File: src/rtl/axis_nn_arbiter.sv
// Packet-level round-robin arbiter sharing one axis_nn engine between two
// AXI-Stream requesters; owner IDs are queued so results route back in order.
module axis_nn_arbiter #(
  parameter int unsigned DATA_WIDTH    = 64,
  parameter int unsigned PKT_BEATS     = 7,
  parameter int unsigned ID_FIFO_DEPTH = 4
) (
  input  logic                    aclk,
  input  logic                    areset,
  input  logic [2*DATA_WIDTH-1:0] s_axis_tdata,
  input  logic [1:0]              s_axis_tvalid,
  input  logic [1:0]              s_axis_tlast,
  output logic [1:0]              s_axis_tready,
  output logic [DATA_WIDTH-1:0]   m_axis_tdata,
  output logic                    m_axis_tvalid,
  output logic                    m_axis_tlast,
  input  logic                    m_axis_tready,
  input  logic [DATA_WIDTH-1:0]   r_axis_tdata,
  input  logic                    r_axis_tvalid,
  input  logic                    r_axis_tlast,
  output logic                    r_axis_tready,
  output logic [2*DATA_WIDTH-1:0] q_axis_tdata,
  output logic [1:0]              q_axis_tvalid,
  output logic [1:0]              q_axis_tlast,
  input  logic [1:0]              q_axis_tready,
  output logic                    len_err
);

  localparam int unsigned BeatW = (PKT_BEATS > 1) ? $clog2(PKT_BEATS) : 1;
  localparam int unsigned PtrW  = (ID_FIFO_DEPTH > 1) ? $clog2(ID_FIFO_DEPTH) : 1;
  localparam int unsigned CntW  = PtrW + 1;
  localparam logic [BeatW-1:0] LastBeat = BeatW'(PKT_BEATS - 1);
  localparam logic [CntW-1:0]  FullCnt  = CntW'(ID_FIFO_DEPTH);

  typedef enum logic [0:0] {StIdle, StBusy} state_e;

  state_e                   state_q, state_d;
  logic                     grant_q, grant_d;
  logic                     last_grant_q, last_grant_d;
  logic [BeatW-1:0]         beat_q, beat_d;
  logic                     len_err_q, len_err_d;
  logic [ID_FIFO_DEPTH-1:0] id_mem_q, id_mem_d;
  logic [PtrW-1:0]          rd_ptr_q, rd_ptr_d;
  logic [PtrW-1:0]          wr_ptr_q, wr_ptr_d;
  logic [CntW-1:0]          count_q, count_d;

  logic fifo_full, fifo_empty, push, pop, head;
  logic tlast_mis, ownerless;

  assign fifo_full  = (count_q == FullCnt);
  assign fifo_empty = (count_q == '0);
  assign head       = id_mem_q[rd_ptr_q];

  // Grant FSM and request-side forwarding
  always_comb begin
    state_d       = state_q;
    grant_d       = grant_q;
    last_grant_d  = last_grant_q;
    beat_d        = beat_q;
    push          = 1'b0;
    tlast_mis     = 1'b0;
    s_axis_tready = '0;
    m_axis_tvalid = 1'b0;
    m_axis_tdata  = grant_q ? s_axis_tdata[2*DATA_WIDTH-1:DATA_WIDTH]
                            : s_axis_tdata[DATA_WIDTH-1:0];
    m_axis_tlast  = (state_q == StBusy) && (beat_q == LastBeat);
    unique case (state_q)
      StIdle: begin
        if ((|s_axis_tvalid) && !fifo_full) begin
          // Both requesting: alternate away from the previous owner
          grant_d = (&s_axis_tvalid) ? ~last_grant_q : s_axis_tvalid[1];
          push    = 1'b1;
          state_d = StBusy;
        end
      end
      StBusy: begin
        m_axis_tvalid          = s_axis_tvalid[grant_q];
        s_axis_tready[grant_q] = m_axis_tready;
        if (m_axis_tvalid && m_axis_tready) begin
          tlast_mis = (s_axis_tlast[grant_q] != m_axis_tlast);
          if (beat_q == LastBeat) begin
            beat_d       = '0;
            last_grant_d = grant_q;
            state_d      = StIdle;
          end else begin
            beat_d = beat_q + 1'b1;
          end
        end
      end
      default: state_d = StIdle;
    endcase
  end

  // Result routing to the owner at the head of the ID FIFO
  always_comb begin
    q_axis_tdata  = {2{r_axis_tdata}};
    q_axis_tlast  = {2{r_axis_tlast}};
    q_axis_tvalid = '0;
    r_axis_tready = 1'b0;
    pop           = 1'b0;
    ownerless     = 1'b0;
    if (!fifo_empty) begin
      q_axis_tvalid[head] = r_axis_tvalid;
      r_axis_tready       = q_axis_tready[head];
      pop                 = r_axis_tvalid && q_axis_tready[head] && r_axis_tlast;
    end else begin
      ownerless = r_axis_tvalid;
    end
  end

  // Owner-ID FIFO bookkeeping and sticky error
  always_comb begin
    id_mem_d = id_mem_q;
    if (push) id_mem_d[wr_ptr_q] = grant_d;
    wr_ptr_d  = wr_ptr_q + PtrW'(push);
    rd_ptr_d  = rd_ptr_q + PtrW'(pop);
    count_d   = count_q + CntW'(push) - CntW'(pop);
    len_err_d = len_err_q | tlast_mis | ownerless;
  end

  assign len_err = len_err_q;

  // State registers
  always_ff @(posedge aclk or posedge areset) begin
    if (areset) begin
      state_q      <= StIdle;
      grant_q      <= 1'b0;
      last_grant_q <= 1'b1;
      beat_q       <= '0;
      len_err_q    <= 1'b0;
      id_mem_q     <= '0;
      rd_ptr_q     <= '0;
      wr_ptr_q     <= '0;
      count_q      <= '0;
    end else begin
      state_q      <= state_d;
      grant_q      <= grant_d;
      last_grant_q <= last_grant_d;
      beat_q       <= beat_d;
      len_err_q    <= len_err_d;
      id_mem_q     <= id_mem_d;
      rd_ptr_q     <= rd_ptr_d;
      wr_ptr_q     <= wr_ptr_d;
      count_q      <= count_d;
    end
  end

endmodule

File: config.mk
export PLATFORM = sky130hd
export DESIGN_NAME = axis_nn_arbiter
export DESIGN_NICKNAME = d
export VERILOG_FILES = /design/src/rtl/axis_nn_arbiter.sv
export SDC_FILE = /design/constraint.sdc
export NUM_CORES = 1
export LEC_CHECK = 0
export BUFFER_PORTS_ARGS = -buffer_cell sky130_fd_sc_hd__buf_2
export CORE_AREA = 2 2 159 161
export CTS_CLUSTER_SIZE = 8
export DETAILED_ROUTE_END_ITERATION = 10
export DIE_AREA = 0 0 161 163
export PLACE_DENSITY_LB_ADDON = 0.05
export SETUP_SLACK_MARGIN = 0.05
export SLEW_MARGIN = 15
export SYNTH_ARGS = -nofsm -noshare
export SYNTH_HDL_FRONTEND = slang
export SYNTH_SLANG_ARGS = --single-unit
File: constraint.sdc
create_clock -name aclk -period 7.35 [get_ports aclk]
set_clock_uncertainty 0.2 [all_clocks]
set_input_delay 0 -clock aclk [delete_from_list [all_inputs] [get_ports aclk]]
set_output_delay 0 -clock aclk [all_outputs]
set_load 0.1 [all_outputs]
==> results of run 1 <==
[registers in the layout, indices dropped and copies added, names as in the netlist]
signal	flops
beat_q	3
wr_ptr_q	2
state_q	1
len_err	1
id_mem_q	4
count_q	3
grant_q	1
rd_ptr_q	2
last_grant_q	1
[synth_stat cells]
library cell               count
sky130_fd_sc_hd__nand3_1       2
sky130_fd_sc_hd__mux2i_1       2
sky130_fd_sc_hd__o21ai_0       4
sky130_fd_sc_hd__nor3_2        1
sky130_fd_sc_hd__fa_1          1
sky130_fd_sc_hd__xnor2_1       2
sky130_fd_sc_hd__nor3b_1       3
sky130_fd_sc_hd__nand3b_1      2
sky130_fd_sc_hd__clkbuf_1      5
sky130_fd_sc_hd__a21oi_1       2
sky130_fd_sc_hd__nor3b_2       1
sky130_fd_sc_hd__o21a_1        1
sky130_fd_sc_hd__a31o_2        1
sky130_fd_sc_hd__mux4_2        1
sky130_fd_sc_hd__a21boi_0      1
sky130_fd_sc_hd__a211oi_4      1
sky130_fd_sc_hd__xor2_1        4
sky130_fd_sc_hd__dfstp_2       1
sky130_fd_sc_hd__nor2b_1       1
sky130_fd_sc_hd__nor2_1       10
sky130_fd_sc_hd__buf_2         3
sky130_fd_sc_hd__and3_2        1
sky130_fd_sc_hd__a21o_1        1
sky130_fd_sc_hd__or2_1         1
sky130_fd_sc_hd__mux2i_2       1
sky130_fd_sc_hd__dfrtp_1      17
sky130_fd_sc_hd__ha_1          2
sky130_fd_sc_hd__nor3_1        1
sky130_fd_sc_hd__nand2_1       5
sky130_fd_sc_hd__and3_1        1
sky130_fd_sc_hd__mux2_2       70
sky130_fd_sc_hd__or3_1         2
sky130_fd_sc_hd__buf_4       131
sky130_fd_sc_hd__inv_1         2
[per-stage QoR]
step | utilization [%] | cells
2_1_floorplan | - | 284
3_3_place_gp | 12.7 | 687
3_5_place_dp | 12.7 | 687
4_1_cts | 21.0 | 823
5_1_grt | 21.0 | 823
6_report | 21.0 | 823
[worst max-delay path by stage]
stage	cells past startpoint	slack [ns]	start	endpoint
after floorplan	3	3.95	beat_q[0]	len_err
after global placement	8	4.63	rd_ptr_q[0]	count_q[2]
after detailed placement	8	4.57	rd_ptr_q[0]	count_q[2]
after CTS	8	4.57	rd_ptr_q[0]	count_q[2]
after global routing	8	4.44	rd_ptr_q[0]	count_q[2]
final	8	4.63	rd_ptr_q[0]	count_q[2]
[layer usage]
metal | wire length, um | vias up | track usage [%]
met3 | 871 | 7 | 1.78
met5 | 11 | - | 0
li1 | - | 1235 | -
met4 | 58 | 2 | 1.10
met2 | 7100 | 157 | 17.1
met1 | 5280 | 1257 | 11.4
[where the power goes]
| part | internal [mW] | switching, mW | total (mW) |
|---|---|---|---|
| logic | 0.405 | 1.39 | 1.79 |
| clock network | 0.0831 | 0.0434 | 0.126 |
| registers | 0.145 | 0.116 | 0.261 |
[worst min-delay path, stage by stage]
cell and delay (ns):
sky130_fd_sc_hd__buf_2 0.11, sky130_fd_sc_hd__nand2_1 0.10, sky130_fd_sc_hd__nor2_1 0.07, sky130_fd_sc_hd__nand2_1 0.06, sky130_fd_sc_hd__o21ai_0 0.06
[kinds of logic after synthesis]
| kind of cell | Yosys count | share of synthesized area [%] |
|---|---|---|
| XOR/XNOR | 6 | 1.97 |
| multiplexers | 74 | 31.6 |
| AND/OR/NAND/NOR | 31 | 6.37 |
| adder cells (fa/ha/maj) | 3 | 1.69 |
| buffers and inverters | 141 | 38.4 |
| AO/OA/AOI/OAI | 11 | 3.05 |
| flip-flops | 18 | 16.9 |
[final cells by class]
| type | instances | area (um2) |
|---|---|---|
| fillers | 2739 | 19500 |
| repair buffers | 344 | 3020 |
| multi-input cells | 125 | 1190 |
| flip-flops and latches | 18 | 455 |
| well taps | 330 | 413 |
| clock buffers | 4 | 88.8 |
| inverters | 2 | 7.51 |
==> flow_summary.html, run 1 <==
<table>
<tr><th>Metric</th><th>Value</th></tr>
<tr><th colspan="2">Run status</th></tr>
<tr><td>Result of the run</td><td>finished, violations left</td></tr>
<tr><td>Failing checks</td><td>negative hold slack</td></tr>
<tr><th colspan="2">Clock network</th></tr>
<tr><td>Clock tree from TritonCTS</td><td>yes</td></tr>
<tr><td>Hold Buf Count CTS</td><td>132</td></tr>
<tr><td># resized after CTS</td><td>0</td></tr>
<tr><td>Clock network latency to the later pin of the worst-skew pair</td><td>0.25 ns</td></tr>
<tr><td>Number of clock buffers inserted by TritonCTS</td><td>3</td></tr>
<tr><td>Clock sink total</td><td>18</td></tr>
<tr><td>Root buffer selected by CTS</td><td>sky130_fd_sc_hd__clkbuf_16</td></tr>
<tr><td>Post-CTS Setup Inserts</td><td>0</td></tr>
<tr><td>Worst-path clk slew</td><td>0.06 ns</td></tr>
<tr><td>CTS H-tree lvls</td><td>1</td></tr>
<tr><td>Clock tree buffer depth</td><td>2</td></tr>
<tr><th colspan="2">Logic synthesis</th></tr>
<tr><td>Average cell area after synthesis</td><td>9.40 um2</td></tr>
<tr><td>Biggest area consumer among synthesized cells</td><td>sky130_fd_sc_hd__buf_4</td></tr>
<tr><td>Net count after synthesis</td><td>approximately 500</td></tr>
<tr><td>Number of distinct library cell variants in the gate-level netlist after synthesis</td><td>34</td></tr>
<tr><td>Count of synthesis-stage warnings from yosys</td><td>0</td></tr>
<tr><td>Number of register bits inferred by synthesis</td><td>18</td></tr>
<tr><td>Synth top area share</td><td>36.8%</td></tr>
<tr><td>Portion of the post-synthesis area used by sequential elements</td><td>16.9%</td></tr>
<tr><td>Post-Synthesis Cells</td><td>284</td></tr>
<tr><td>Dominant cells by area after synthesis</td><td>sky130_fd_sc_hd__buf_4 (37%), sky130_fd_sc_hd__mux2_2 (30%), sky130_fd_sc_hd__dfrtp_1 (16%)</td></tr>
<tr><td>Mapped Area</td><td>2670 um2</td></tr>
<tr><th colspan="2">STA</th></tr>
<tr><td>Achievable frequency</td><td>0.368 GHz</td></tr>
<tr><td>Post-layout minimum cycle time</td><td>~2.7 ns</td></tr>
<tr><td>Hold Vio Cnt, Final</td><td>1</td></tr>
<tr><td>Setup repair after global routing missed its margin</td><td>no</td></tr>
<tr><td>Final Slew Violations</td><td>0</td></tr>
<tr><td>Hold Slack</td><td>-0.00624 ns</td></tr>
<tr><td>Post-route clock period utilization</td><td>37.0%</td></tr>
<tr><td>Slack of the critical path</td><td>~4.6 ns</td></tr>
<tr><td>Final number of setup-violating endpoints</td><td>0</td></tr>
<tr><td>Actual slew at the worst max-slew pin</td><td>between 0.9 and 1 ns</td></tr>
<tr><td>Total negative slack</td><td>0 ns</td></tr>
<tr><td>Relative max-transition margin</td><td>around a third</td></tr>
<tr><th colspan="2">Floorplanning</th></tr>
<tr><td>Die boundary width</td><td>161 um</td></tr>
<tr><td>Initial standard-cell utilization of the core</td><td>10.8%</td></tr>
<tr><td>Rows</td><td>between 50 and 60</td></tr>
<tr><td>Die Span Y</td><td>163 um</td></tr>
<tr><td>I/O pin total</td><td>405</td></tr>
<tr><td>Standard cell core area</td><td>24700 um2</td></tr>
<tr><td>Die area</td><td>roughly 26000 um2</td></tr>
<tr><th colspan="2">Power and ir drop</th></tr>
<tr><td>P_leak</td><td>2.43 nW</td></tr>
<tr><td>Peak supply drop</td><td>0.243 mV</td></tr>
<tr><td>Total chip power</td><td>2.18 mW</td></tr>
<tr><td>Power Dens Cells</td><td>421 nW/um2</td></tr>
<tr><th colspan="2">Detailed routing</th></tr>
<tr><td>DRT antenna net count</td><td>0</td></tr>
<tr><td>Detailed-routing iteration count for the pre-antenna-repair pass</td><td>4</td></tr>
<tr><td>Routed WL</td><td>13300 um</td></tr>
<tr><td>DR DRC count</td><td>0</td></tr>
<tr><td>Average routed wire per standard cell</td><td>16.2 um</td></tr>
<tr><td>Post-DR vias/cell</td><td>3.23</td></tr>
<tr><td>Via count</td><td>2658</td></tr>
<tr><td>DR iter-0 viols</td><td>52</td></tr>
<tr><th colspan="2">Place</th></tr>
<tr><td>Detail Placement HPWL</td><td>about 9900 um</td></tr>
<tr><td>Post-Place Worst Slack</td><td>4.57 ns</td></tr>
<tr><td>Routability-driven placement congestion ratio</td><td>0.684</td></tr>
<tr><td>Dpl cell area</td><td>between 3000 and 4000 um2</td></tr>
<tr><td>Count of buffers from port buffering</td><td>212</td></tr>
<tr><th colspan="2">Min path</th></tr>
<tr><td>Class of the worst hold path</td><td>primary input to flip-flop</td></tr>
<tr><td>Depth of the worst hold-timing path</td><td>5</td></tr>
<tr><td>End point of the worst hold path</td><td>beat_q[1]</td></tr>
<tr><td>Startpoint of the most critical hold path</td><td>m_axis_tready</td></tr>
<tr><th colspan="2">Worst setup path</th></tr>
<tr><td>CP Class</td><td>flip-flop to flip-flop</td></tr>
<tr><td>Cell mode on critical path</td><td>sky130_fd_sc_hd__xnor2_1</td></tr>
<tr><td>Type of origin of the critical path</td><td>flip-flop</td></tr>
<tr><td>Cell family with the largest share of critical-path delay</td><td>multiplexers</td></tr>
<tr><td>Buffers plus inverters on the worst setup path</td><td>0</td></tr>
<tr><td>Capture instance of the worst register-to-register path</td><td>count_q[2]</td></tr>
<tr><td>Max incr delay on CP</td><td>0.58 ns</td></tr>
<tr><td>Worst endpoint data arrival time</td><td>2.69 ns</td></tr>
<tr><td>CP Cell Sequence</td><td>mux4_2, mux2i_2, or3_1, nand2_1, ha_1, fa_1, xnor2_1, xnor2_1</td></tr>
<tr><td>Critical path's slowest cell</td><td>sky130_fd_sc_hd__mux4_2</td></tr>
<tr><td>Required time reported for the critical path endpoint</td><td>7.32 ns</td></tr>
<tr><td>Kind of end point of the critical path</td><td>flip-flop</td></tr>
<tr><td>Reg2reg setup slack</td><td>4.63 ns</td></tr>
<tr><td>Origin of the critical flop-to-flop path</td><td>rd_ptr_q[0]</td></tr>
<tr><td>Worst-path fanout max</td><td>5</td></tr>
<tr><td>R2R depth</td><td>8</td></tr>
<tr><th colspan="2">Global route</th></tr>
<tr><td>Gr usage total</td><td>9.26%</td></tr>
<tr><td>Global-route wire length before repair</td><td>around 19000 um</td></tr>
<tr><td>Pin count of the biggest net entering global routing</td><td>~70</td></tr>
<tr><td>Number of global-route vias before repair</td><td>2867</td></tr>
<tr><td>Total overflow reported by the global router</td><td>0</td></tr>
<tr><td>Number of antenna violations at the first check in global routing</td><td>1</td></tr>
<tr><th colspan="2">Layout</th></tr>
<tr><td>Area growth syn-to-layout</td><td>94.0%</td></tr>
<tr><td>Commonest non-fill, non-tap cell in the layout</td><td>sky130_fd_sc_hd__buf_2</td></tr>
<tr><td>Commonest cells after routing, fill and taps aside</td><td>sky130_fd_sc_hd__buf_2 (212), sky130_fd_sc_hd__mux2_2 (70), sky130_fd_sc_hd__dlygate4sd3_1 (68), sky130_fd_sc_hd__buf_12 (64), sky130_fd_sc_hd__dfrtp_1 (16)</td></tr>
<tr><td>Fraction of layout instances using a drive strength above 1</td><td>72.8%</td></tr>
<tr><td>Design area</td><td>slightly above 5000 um2</td></tr>
<tr><td>Net total in the final layout</td><td>700</td></tr>
<tr><td>N_diodes</td><td>0</td></tr>
<tr><th colspan="2">Job</th></tr>
<tr><td>Max capacitance violation total</td><td>0</td></tr>
</table>
No activity file was read; power rests on OpenSTA's default activity.
==> run 2, diff against run 1 <==
==> constraint.sdc (replaced) <==
create_clock -name aclk -period 2.78 [get_ports aclk]
set_clock_uncertainty 0.2 [all_clocks]
set_input_delay 0 -clock aclk [delete_from_list [all_inputs] [get_ports aclk]]
set_output_delay 0 -clock aclk [all_outputs]
set_load 0.1 [all_outputs]
==> flow_summary.html, run 2 (synthesis gave the netlist of run 1 again) <==
<table>
<tr><th>Metric</th><th>Value</th></tr>
<tr><th colspan="2">Run status</th></tr>
<tr><td>Result of the run</td><td>complete, no violations</td></tr>
<tr><th colspan="2">Layout</th></tr>
<tr><td>Commonest non-fill, non-tap cell in the layout</td><td>sky130_fd_sc_hd__buf_2</td></tr>
<tr><td>Layout fillers</td><td>2744</td></tr>
<tr><td>Fraction of layout instances using a drive strength above 1</td><td>73.5%</td></tr>
<tr><td>Area taken by flip-flops and latches</td><td>455 um2</td></tr>
<tr><td>Post-route core utilization</td><td>21.1%</td></tr>
<tr><td>Net total in the final layout</td><td>702</td></tr>
<tr><td>Flip-flop count of the largest register after layout</td><td>4</td></tr>
<tr><td>Commonest cells after routing, fill and taps aside</td><td>sky130_fd_sc_hd__buf_2 (212), sky130_fd_sc_hd__mux2_2 (70), sky130_fd_sc_hd__dlygate4sd3_1 (67), sky130_fd_sc_hd__buf_12 (65), sky130_fd_sc_hd__dfrtp_1 (16)</td></tr>
<tr><td>Largest registers</td><td>id_mem_q x4, beat_q x3, count_q x3</td></tr>
<tr><td>Area growth syn-to-layout</td><td>95.4%</td></tr>
<tr><td>Footprint of the multi-input gates</td><td>1200 um2</td></tr>
<tr><td>Non-filler instance count after layout</td><td>825</td></tr>
<tr><td>Reg with most FFs</td><td>id_mem_q</td></tr>
<tr><td>N_diodes</td><td>0</td></tr>
<tr><th colspan="2">Clock network</th></tr>
<tr><td>Clock sink total</td><td>18</td></tr>
<tr><td>Root buffer selected by CTS</td><td>sky130_fd_sc_hd__clkbuf_16</td></tr>
<tr><td>Worst-path clk slew</td><td>0.06 ns</td></tr>
<tr><td>CTS H-tree lvls</td><td>1</td></tr>
<tr><td>Clock network latency to the later pin of the worst-skew pair</td><td>approximately 0.25 ns</td></tr>
<tr><td>Clock tree buffer depth</td><td>2</td></tr>
<tr><td>Clock tree from TritonCTS</td><td>yes</td></tr>
<tr><td>Number of clock buffers inserted by TritonCTS</td><td>3</td></tr>
<tr><td>Post-CTS Setup Inserts</td><td>0</td></tr>
<tr><th colspan="2">STA</th></tr>
<tr><td>Actual slew at the worst max-slew pin</td><td>0.786 ns</td></tr>
<tr><td>Post-route clock period utilization</td><td>92.5%</td></tr>
<tr><td>Hold Slack</td><td>0.0452 ns</td></tr>
<tr><td>Slack of the critical path</td><td>0.209 ns</td></tr>
<tr><td>Final Slew Violations</td><td>0</td></tr>
<tr><td>Relative max-transition margin</td><td>47.6%</td></tr>
<tr><td>Setup repair after global routing missed its margin</td><td>no</td></tr>
<tr><td>Achievable frequency</td><td>roughly 0.4 GHz</td></tr>
<tr><td>Final number of setup-violating endpoints</td><td>0</td></tr>
<tr><td>Post-layout minimum cycle time</td><td>2.57 ns</td></tr>
<tr><td>Total negative slack</td><td>0 ns</td></tr>
<tr><td>Hold Vio Cnt, Final</td><td>0</td></tr>
<tr><th colspan="2">Floorplanning</th></tr>
<tr><td>Die area</td><td>26200 um2</td></tr>
<tr><td>Standard cell core area</td><td>24700 um2</td></tr>
<tr><td>Die boundary width</td><td>161 um</td></tr>
<tr><td>Die Span Y</td><td>roughly 160 um</td></tr>
<tr><td>I/O pin total</td><td>405</td></tr>
<tr><td>Initial standard-cell utilization of the core</td><td>10.8%</td></tr>
<tr><td>Rows</td><td>58</td></tr>
<tr><th colspan="2">Worst setup path</th></tr>
<tr><td>Type of origin of the critical path</td><td>flip-flop</td></tr>
<tr><td>Cell mode on critical path</td><td>sky130_fd_sc_hd__xnor2_1</td></tr>
<tr><td>CP Cell Sequence</td><td>mux4_2, mux2i_2, or3_4, nand2_1, ha_1, fa_1, xnor2_1, xnor2_1</td></tr>
<tr><td>Critical path's slowest cell</td><td>sky130_fd_sc_hd__mux4_2</td></tr>
<tr><td>Worst endpoint data arrival time</td><td>roughly 2.5 ns</td></tr>
<tr><td>Buffers plus inverters on the worst setup path</td><td>0</td></tr>
<tr><td>Startpoint of the worst setup timing path</td><td>rd_ptr_q[0]</td></tr>
<tr><td>Max incr delay on CP</td><td>approximately 0.57 ns</td></tr>
<tr><td>Worst-path fanout max</td><td>3</td></tr>
<tr><td>Kind of end point of the critical path</td><td>flip-flop</td></tr>
<tr><td>Required time reported for the critical path endpoint</td><td>roughly 2.7 ns</td></tr>
<tr><td>Cell family with the largest share of critical-path delay</td><td>multiplexers</td></tr>
<tr><td>Origin of the critical flop-to-flop path</td><td>rd_ptr_q[0]</td></tr>
<tr><td>CP Class</td><td>flip-flop to flip-flop</td></tr>
<tr><th colspan="2">Global route</th></tr>
<tr><td>Pin count of the biggest net entering global routing</td><td>51</td></tr>
<tr><td>Number of antenna violations at the first check in global routing</td><td>0</td></tr>
<tr><td>Global-route wire length before repair</td><td>18500 um</td></tr>
<tr><td>Gr usage total</td><td>9.42%</td></tr>
<tr><td>Total overflow reported by the global router</td><td>0</td></tr>
<tr><td>Number of global-route vias before repair</td><td>2827</td></tr>
<tr><th colspan="2">Power and ir drop</th></tr>
<tr><td>Peak supply drop</td><td>between 0.4 and 0.5 mV</td></tr>
<tr><td>P_leak</td><td>roughly 2.4 nW</td></tr>
<tr><td>Power Dens Cells</td><td>between 1000 and 1500 nW/um2</td></tr>
<tr><th colspan="2">Min path</th></tr>
<tr><td>Startpoint of the most critical hold path</td><td>s_axis_tvalid[0]</td></tr>
<tr><td>Class of the worst hold path</td><td>primary input to flip-flop</td></tr>
<tr><th colspan="2">Detailed routing</th></tr>
<tr><td>DR iter-0 viols</td><td>56</td></tr>
<tr><td>DR DRC count</td><td>0</td></tr>
<tr><td>Detailed-routing iteration count for the pre-antenna-repair pass</td><td>5</td></tr>
<tr><td>Average routed wire per standard cell</td><td>~16 um</td></tr>
<tr><td>Post-DR vias/cell</td><td>roughly 3.2</td></tr>
<tr><td>Routed WL</td><td>13400 um</td></tr>
<tr><td>DRT antenna net count</td><td>0</td></tr>
<tr><td>Via count</td><td>2636</td></tr>
<tr><th colspan="2">Job</th></tr>
<tr><td>Max capacitance violation total</td><td>0</td></tr>
<tr><th colspan="2">Place</th></tr>
<tr><td>Inst Count DP</td><td>690</td></tr>
<tr><td>Post-Place Worst Slack</td><td>0.161 ns</td></tr>
<tr><td>Routability-driven placement congestion ratio</td><td>between 0.7 and 0.8</td></tr>
<tr><td>Count of buffers from port buffering</td><td>212</td></tr>
<tr><td>Detail Placement HPWL</td><td>10400 um</td></tr>
</table>
## run 2: area by class of cell
type	instances	share of cell area (%)
Inverter	2	0.144
Timing Repair Buffer	346	58.4
Sequential cell	18	8.73
Clock buffer	4	1.70
Tap cell	330	7.92
Multi-Input combinational cell	125	23.1
## run 2: final timing paths
path | to | slack, ns | depth (start not counted)
setup / recovery | count_q[2] | 0.21 | 8
hold / removal | state_q | 0.05 | 5
setup reg to reg | count_q[2] | 0.21 | 8
hold reg to reg | rd_ptr_q[1] | 0.28 | 1
max in group asynchronous | grant_q | 1.55 | 3
min in group asynchronous | id_mem_q[3] | 0.25 | 3
## run 2: power breakdown
| group | internal, mW | switching, mW | total, mW |
|---|---|---|---|
| combinational | 1.10 | 3.81 | 4.91 |
| sequential | 0.386 | 0.176 | 0.562 |
| clock | 0.219 | 0.106 | 0.325 |
| total | 1.70 | 4.09 | 5.80 |
## run 2: worst register-to-register path, stage by stage (launching register included)
cell	delay [ns]
sky130_fd_sc_hd__dfrtp_1	0.39
sky130_fd_sc_hd__mux4_2	0.57
sky130_fd_sc_hd__mux2i_2	0.24
sky130_fd_sc_hd__or3_4	0.17
sky130_fd_sc_hd__nand2_1	0.05
sky130_fd_sc_hd__ha_1	0.19
sky130_fd_sc_hd__fa_1	0.38
sky130_fd_sc_hd__xnor2_1	0.15
sky130_fd_sc_hd__xnor2_1	0.13
## run 2: per-stage QoR
stage                     power [mW]  area [um2]
after floorplan                 4.67        2680
after global placement          4.48        3170
after detailed placement        4.47        3170
after CTS                       5.87        5210
after global routing            6.03        5220
final                           5.80        5220
## run 2: metal layers
| metal | GRT usage, % | vias up | wire length (um) |
|---|---|---|---|
| li1 | - | 1246 | - |
| met1 | 11.4 | 1225 | 5260 |
| met2 | 18.0 | 161 | 7300 |
| met3 | 1.58 | 4 | 821 |
| met4 | 0.974 | 0 | 39 |
| met5 | 0 | - | 0 |
## run 2: timing repair
item | in CTS | in global routing
setup endpoints to repair | 0 | 1
resized for setup | 0 | 1
hold endpoints to repair | 147 | 0
hold buffers | 131 | 0
==> run 3, diff against run 2 <==
--- a/config.mk
+++ b/config.mk
@@ -5,11 +5,12 @@
 export SDC_FILE = /design/constraint.sdc
 export NUM_CORES = 1
 export LEC_CHECK = 0
+export ABC_AREA = 1
 export BUFFER_PORTS_ARGS = -buffer_cell sky130_fd_sc_hd__buf_2
-export CORE_AREA = 2 2 159 161
+export CORE_AREA = 2 2 157 159
 export CTS_CLUSTER_SIZE = 8
 export DETAILED_ROUTE_END_ITERATION = 10
-export DIE_AREA = 0 0 161 163
+export DIE_AREA = 0 0 159 161
 export PLACE_DENSITY_LB_ADDON = 0.05
 export SETUP_SLACK_MARGIN = 0.05
 export SLEW_MARGIN = 15
==> flow_summary.html, run 3 <==
<table>
<tr><th>Metric</th><th>Value</th></tr>
<tr><th colspan="2">Global route</th></tr>
<tr><td>Gr usage total</td><td>9.98%</td></tr>
<tr><td>Met2 track utilization from global routing</td><td>18.9%</td></tr>
<tr><td>Global routing's busiest layer</td><td>met2</td></tr>
<tr><td>Total overflow reported by the global router</td><td>0</td></tr>
<tr><td>Global-route met1 utilization</td><td>a little under an eighth</td></tr>
<tr><td>Met3 global-route usage</td><td>1.87%</td></tr>
<tr><td>Global-route wire length before repair</td><td>20100 um</td></tr>
<tr><td>Number of global-route vias before repair</td><td>3551</td></tr>
<tr><td>Number of antenna violations at the first check in global routing</td><td>0</td></tr>
<tr><td>Pin count of the biggest net entering global routing</td><td>72</td></tr>
<tr><th colspan="2">Worst setup path</th></tr>
<tr><td>Required time reported for the critical path endpoint</td><td>~2.8 ns</td></tr>
<tr><td>Reg2reg setup slack</td><td>0.52 ns</td></tr>
<tr><td>Type of origin of the critical path</td><td>flip-flop</td></tr>
<tr><td>Max incr delay on CP</td><td>between 0.4 and 0.5 ns</td></tr>
<tr><td>Kind of end point of the critical path</td><td>flip-flop</td></tr>
<tr><td>Worst-path fanout max</td><td>5</td></tr>
<tr><td>Critical path's slowest cell</td><td>sky130_fd_sc_hd__dfrtp_1</td></tr>
<tr><td>CP Class</td><td>flip-flop to flip-flop</td></tr>
<tr><td>CP Cell Sequence</td><td>inv_2, nand2_1, nand3_2, nand3_2, nand2_4, nor2_4, nand2_2, nand2_1, ha_1, fa_1, xnor2_1, xor2_1</td></tr>
<tr><td>Worst endpoint data arrival time</td><td>2.24 ns</td></tr>
<tr><th colspan="2">Run status</th></tr>
<tr><td>Result of the run</td><td>finished, violations left</td></tr>
<tr><td>Failing checks</td><td>negative hold slack</td></tr>
<tr><th colspan="2">Logic synthesis</th></tr>
<tr><td>Largest family of logic cells by synthesized area</td><td>buffers and inverters</td></tr>
<tr><td>Share of flip-flops with an asynchronous set or reset after synthesis</td><td>100%</td></tr>
<tr><td>Post-Synthesis Cells</td><td>457</td></tr>
<tr><td>Number of enable-type register cells in the synthesized netlist</td><td>0</td></tr>
<tr><td>Number of register bits inferred by synthesis</td><td>18</td></tr>
<tr><td>Net count after synthesis</td><td>663</td></tr>
<tr><td>Mux contribution to synthesized area</td><td>0%</td></tr>
<tr><td>Synthesized-area fraction occupied by adder cells</td><td>1.58%</td></tr>
<tr><td>Most numerous cell types in the synthesized netlist</td><td>sky130_fd_sc_hd__nand2_1 (213), sky130_fd_sc_hd__buf_4 (130), sky130_fd_sc_hd__inv_1 (18)</td></tr>
<tr><td>Count of synthesis-stage warnings from yosys</td><td>0</td></tr>
<tr><td>Dominant cells by area after synthesis</td><td>sky130_fd_sc_hd__buf_4 (34%), sky130_fd_sc_hd__nand2_1 (28%), sky130_fd_sc_hd__dfrtp_1 (15%)</td></tr>
<tr><td>Xor-xnor portion of the synthesized cell area</td><td>between 1.5 and 2%</td></tr>
<tr><td>Number of distinct library cell variants in the gate-level netlist after synthesis</td><td>31</td></tr>
<tr><td>Flip-flop cell with the highest count after synthesis</td><td>sky130_fd_sc_hd__dfrtp_1</td></tr>
<tr><td>Synthesized-area fraction occupied by ao, oa, aoi and oai cells</td><td>3.43%</td></tr>
<tr><td>Synthesized-area fraction occupied by and/or/nand/nor cells</td><td>37.4%</td></tr>
<tr><td>Synth top area share</td><td>34.3%</td></tr>
<tr><td>Mapped Area</td><td>between 2000 and 3000 um2</td></tr>
<tr><td>Average cell area after synthesis</td><td>6.23 um2</td></tr>
<tr><td>Portion of the post-synthesis area used by sequential elements</td><td>15.9%</td></tr>
<tr><td>Count leader, synth</td><td>sky130_fd_sc_hd__nand2_1</td></tr>
<tr><td>Biggest area consumer among synthesized cells</td><td>sky130_fd_sc_hd__buf_4</td></tr>
<tr><th colspan="2">Detailed routing</th></tr>
<tr><td>Average routed wire per standard cell</td><td>13.9 um</td></tr>
<tr><td>Post-DR vias/cell</td><td>between 3 and 4</td></tr>
<tr><td>Via count</td><td>3379</td></tr>
<tr><td>DR DRC count</td><td>0</td></tr>
<tr><td>Routed WL</td><td>13800 um</td></tr>
<tr><td>Detailed-routing iteration count for the pre-antenna-repair pass</td><td>4</td></tr>
<tr><td>DR iter-0 viols</td><td>just over 100</td></tr>
<tr><td>DRT antenna net count</td><td>0</td></tr>
<tr><th colspan="2">Layout</th></tr>
<tr><td>Commonest cells after routing, fill and taps aside</td><td>sky130_fd_sc_hd__nand2_1 (213), sky130_fd_sc_hd__buf_2 (204), sky130_fd_sc_hd__buf_12 (74), sky130_fd_sc_hd__dlygate4sd3_1 (71), sky130_fd_sc_hd__inv_1 (17)</td></tr>
<tr><td>Area growth syn-to-layout</td><td>93.6%</td></tr>
<tr><td>Largest registers</td><td>id_mem_q x4, beat_q x3, count_q x3</td></tr>
<tr><td>Layout fillers</td><td>between 2000 and 3000</td></tr>
<tr><td>Reg with most FFs</td><td>id_mem_q</td></tr>
<tr><td>Commonest non-fill, non-tap cell in the layout</td><td>sky130_fd_sc_hd__nand2_1</td></tr>
<tr><td>N_diodes</td><td>0</td></tr>
<tr><td>Post-route core utilization</td><td>a little under a quarter</td></tr>
<tr><td>Flip-flop count of the largest register after layout</td><td>4</td></tr>
<tr><td>Net total in the final layout</td><td>~870</td></tr>
<tr><td>Fraction of layout instances using a drive strength above 1</td><td>between 40% and 50%</td></tr>
<tr><th colspan="2">Floorplanning</th></tr>
<tr><td>Die area</td><td>25600 um2</td></tr>
<tr><td>Die boundary width</td><td>between 150 and 200 um</td></tr>
<tr><td>I/O pin total</td><td>405</td></tr>
<tr><td>Rows</td><td>57</td></tr>
<tr><td>Die Span Y</td><td>161 um</td></tr>
<tr><td>Initial standard-cell utilization of the core</td><td>11.9%</td></tr>
<tr><td>Standard cell core area</td><td>24000 um2</td></tr>
<tr><th colspan="2">Clock network</th></tr>
<tr><td>Clock tree from TritonCTS</td><td>yes</td></tr>
<tr><td>Clock sink total</td><td>18</td></tr>
<tr><td>Number of clock buffers inserted by TritonCTS</td><td>3</td></tr>
<tr><td>Worst-path clk slew</td><td>0.06 ns</td></tr>
<tr><td>Root buffer selected by CTS</td><td>sky130_fd_sc_hd__clkbuf_16</td></tr>
<tr><td>Clock tree buffer depth</td><td>2</td></tr>
<tr><td># resized after CTS</td><td>0</td></tr>
<tr><td>CTS H-tree lvls</td><td>1</td></tr>
<tr><td>Clock network latency to the later pin of the worst-skew pair</td><td>0.25 ns</td></tr>
<tr><th colspan="2">STA</th></tr>
<tr><td>Final Slew Violations</td><td>0</td></tr>
<tr><td>Post-layout minimum cycle time</td><td>between 2 and 2.5 ns</td></tr>
<tr><td>Actual slew at the worst max-slew pin</td><td>0.780 ns</td></tr>
<tr><td>Setup repair after global routing missed its margin</td><td>no</td></tr>
<tr><td>Hold Slack</td><td>-0.00400 ns</td></tr>
<tr><td>Relative max-transition margin</td><td>48.0%</td></tr>
<tr><td>Post-route clock period utilization</td><td>81.2%</td></tr>
<tr><td>Final number of setup-violating endpoints</td><td>0</td></tr>
<tr><td>Slack of the critical path</td><td>0.524 ns</td></tr>
<tr><td>Total negative slack</td><td>0 ns</td></tr>
<tr><td>Hold Vio Cnt, Final</td><td>1</td></tr>
<tr><td>Achievable frequency</td><td>0.443 GHz</td></tr>
<tr><th colspan="2">Place</th></tr>
<tr><td>Count of buffers from port buffering</td><td>212</td></tr>
<tr><td>Routability-driven placement congestion ratio</td><td>approximately 0.7</td></tr>
<tr><td>Detail Placement HPWL</td><td>10300 um</td></tr>
<tr><td>Post-Place Worst Slack</td><td>0.532 ns</td></tr>
<tr><th colspan="2">Power and ir drop</th></tr>
<tr><td>P_leak</td><td>2.95 nW</td></tr>
<tr><td>Peak supply drop</td><td>around 0.59 mV</td></tr>
<tr><td>Power Dens Cells</td><td>1230 nW/um2</td></tr>
<tr><td>Total chip power</td><td>6.78 mW</td></tr>
<tr><th colspan="2">Min path</th></tr>
<tr><td>Class of the worst hold path</td><td>primary input to flip-flop</td></tr>
<tr><th colspan="2">Job</th></tr>
<tr><td>Max capacitance violation total</td><td>0</td></tr>
</table>
run 3: cell types whose count changed after synthesis, moves of 7 or more:
cell                      previous run  this run
sky130_fd_sc_hd__nand2_1             5       213
sky130_fd_sc_hd__mux2_2             70         0
sky130_fd_sc_hd__inv_1               2        18
sky130_fd_sc_hd__buf_2               3        11
sky130_fd_sc_hd__o21ai_1             0         7
run 3: path summary, 6_finish.rpt:
check | from | to | cells past startpoint
max reg2reg | rd_ptr_q[0] | count_q[2] | 12
min | s_axis_tvalid[0] | state_q | 4
max | rd_ptr_q[0] | count_q[2] | 12
min reg2reg | last_grant_q | last_grant_q | 2
max in group asynchronous | areset | grant_q | 3
min in group asynchronous | areset | id_mem_q[3] | 3
run 3: stage by stage:
stage	hold WS, ns	instance area (um2)	std cells
after floorplan	-0.262	2860	457
after global placement	-0.199	3430	850
after detailed placement	-0.199	3430	850
after CTS	0.0140	5510	989
after global routing	0.0612	5510	989
final	-0.00400	5510	989
run 3: what timing repair did:
| action | CTS | global route |
|---|---|---|
| setup buffers | 0 | 0 |
| endpoints found under the hold margin | 153 | 0 |
| hold buffers | 135 | 0 |
run 3: layout make-up:
cell class | instances | area, um2 | area share (%)
repair buffers | 349 | 3210 | 58.3
multi-input cells | 270 | 1260 | 22.9
flip-flops and latches | 18 | 453 | 8.22
well taps | 324 | 405 | 7.35
inverters | 24 | 90.1 | 1.63
clock buffers | 4 | 88.8 | 1.61
run 3: power breakdown:
| part | total [mW] | internal [mW] | leakage, nW | switching [mW] |
|---|---|---|---|---|
| Sequential | 0.463 | 0.377 | 0.212 | 0.0862 |
| Combinational | 5.98 | 1.10 | 2.70 | 4.88 |
| Clock | 0.331 | 0.219 | 0.0442 | 0.112 |
| Total | 6.78 | 1.70 | 2.95 | 5.08 |
run 3: kinds of logic after synthesis:
kind of cell | Yosys count
simple gates | 245
fa+ha+maj | 3
flops | 18
compound gates | 17
xor+xnor | 5
buf+inv | 169
run 3: routing by layer:
| layer | vias to the layer above | wire length (um) |
|---|---|---|
| li1 | 1663 | - |
| met1 | 1519 | 5390 |
| met2 | 190 | 7400 |
| met3 | 7 | 892 |
| met4 | 0 | 96 |
| met5 | - | 0 |
run 3: worst max-delay path, delay by kind of cell (launching register included):
family,cells,cell delay (ns)
adders and majority gates,2,0.57
and+or+nand+nor,7,0.54
DFF,1,0.43
xor gates and xnor gates,2,0.34
buffers and inverters,1,0.10
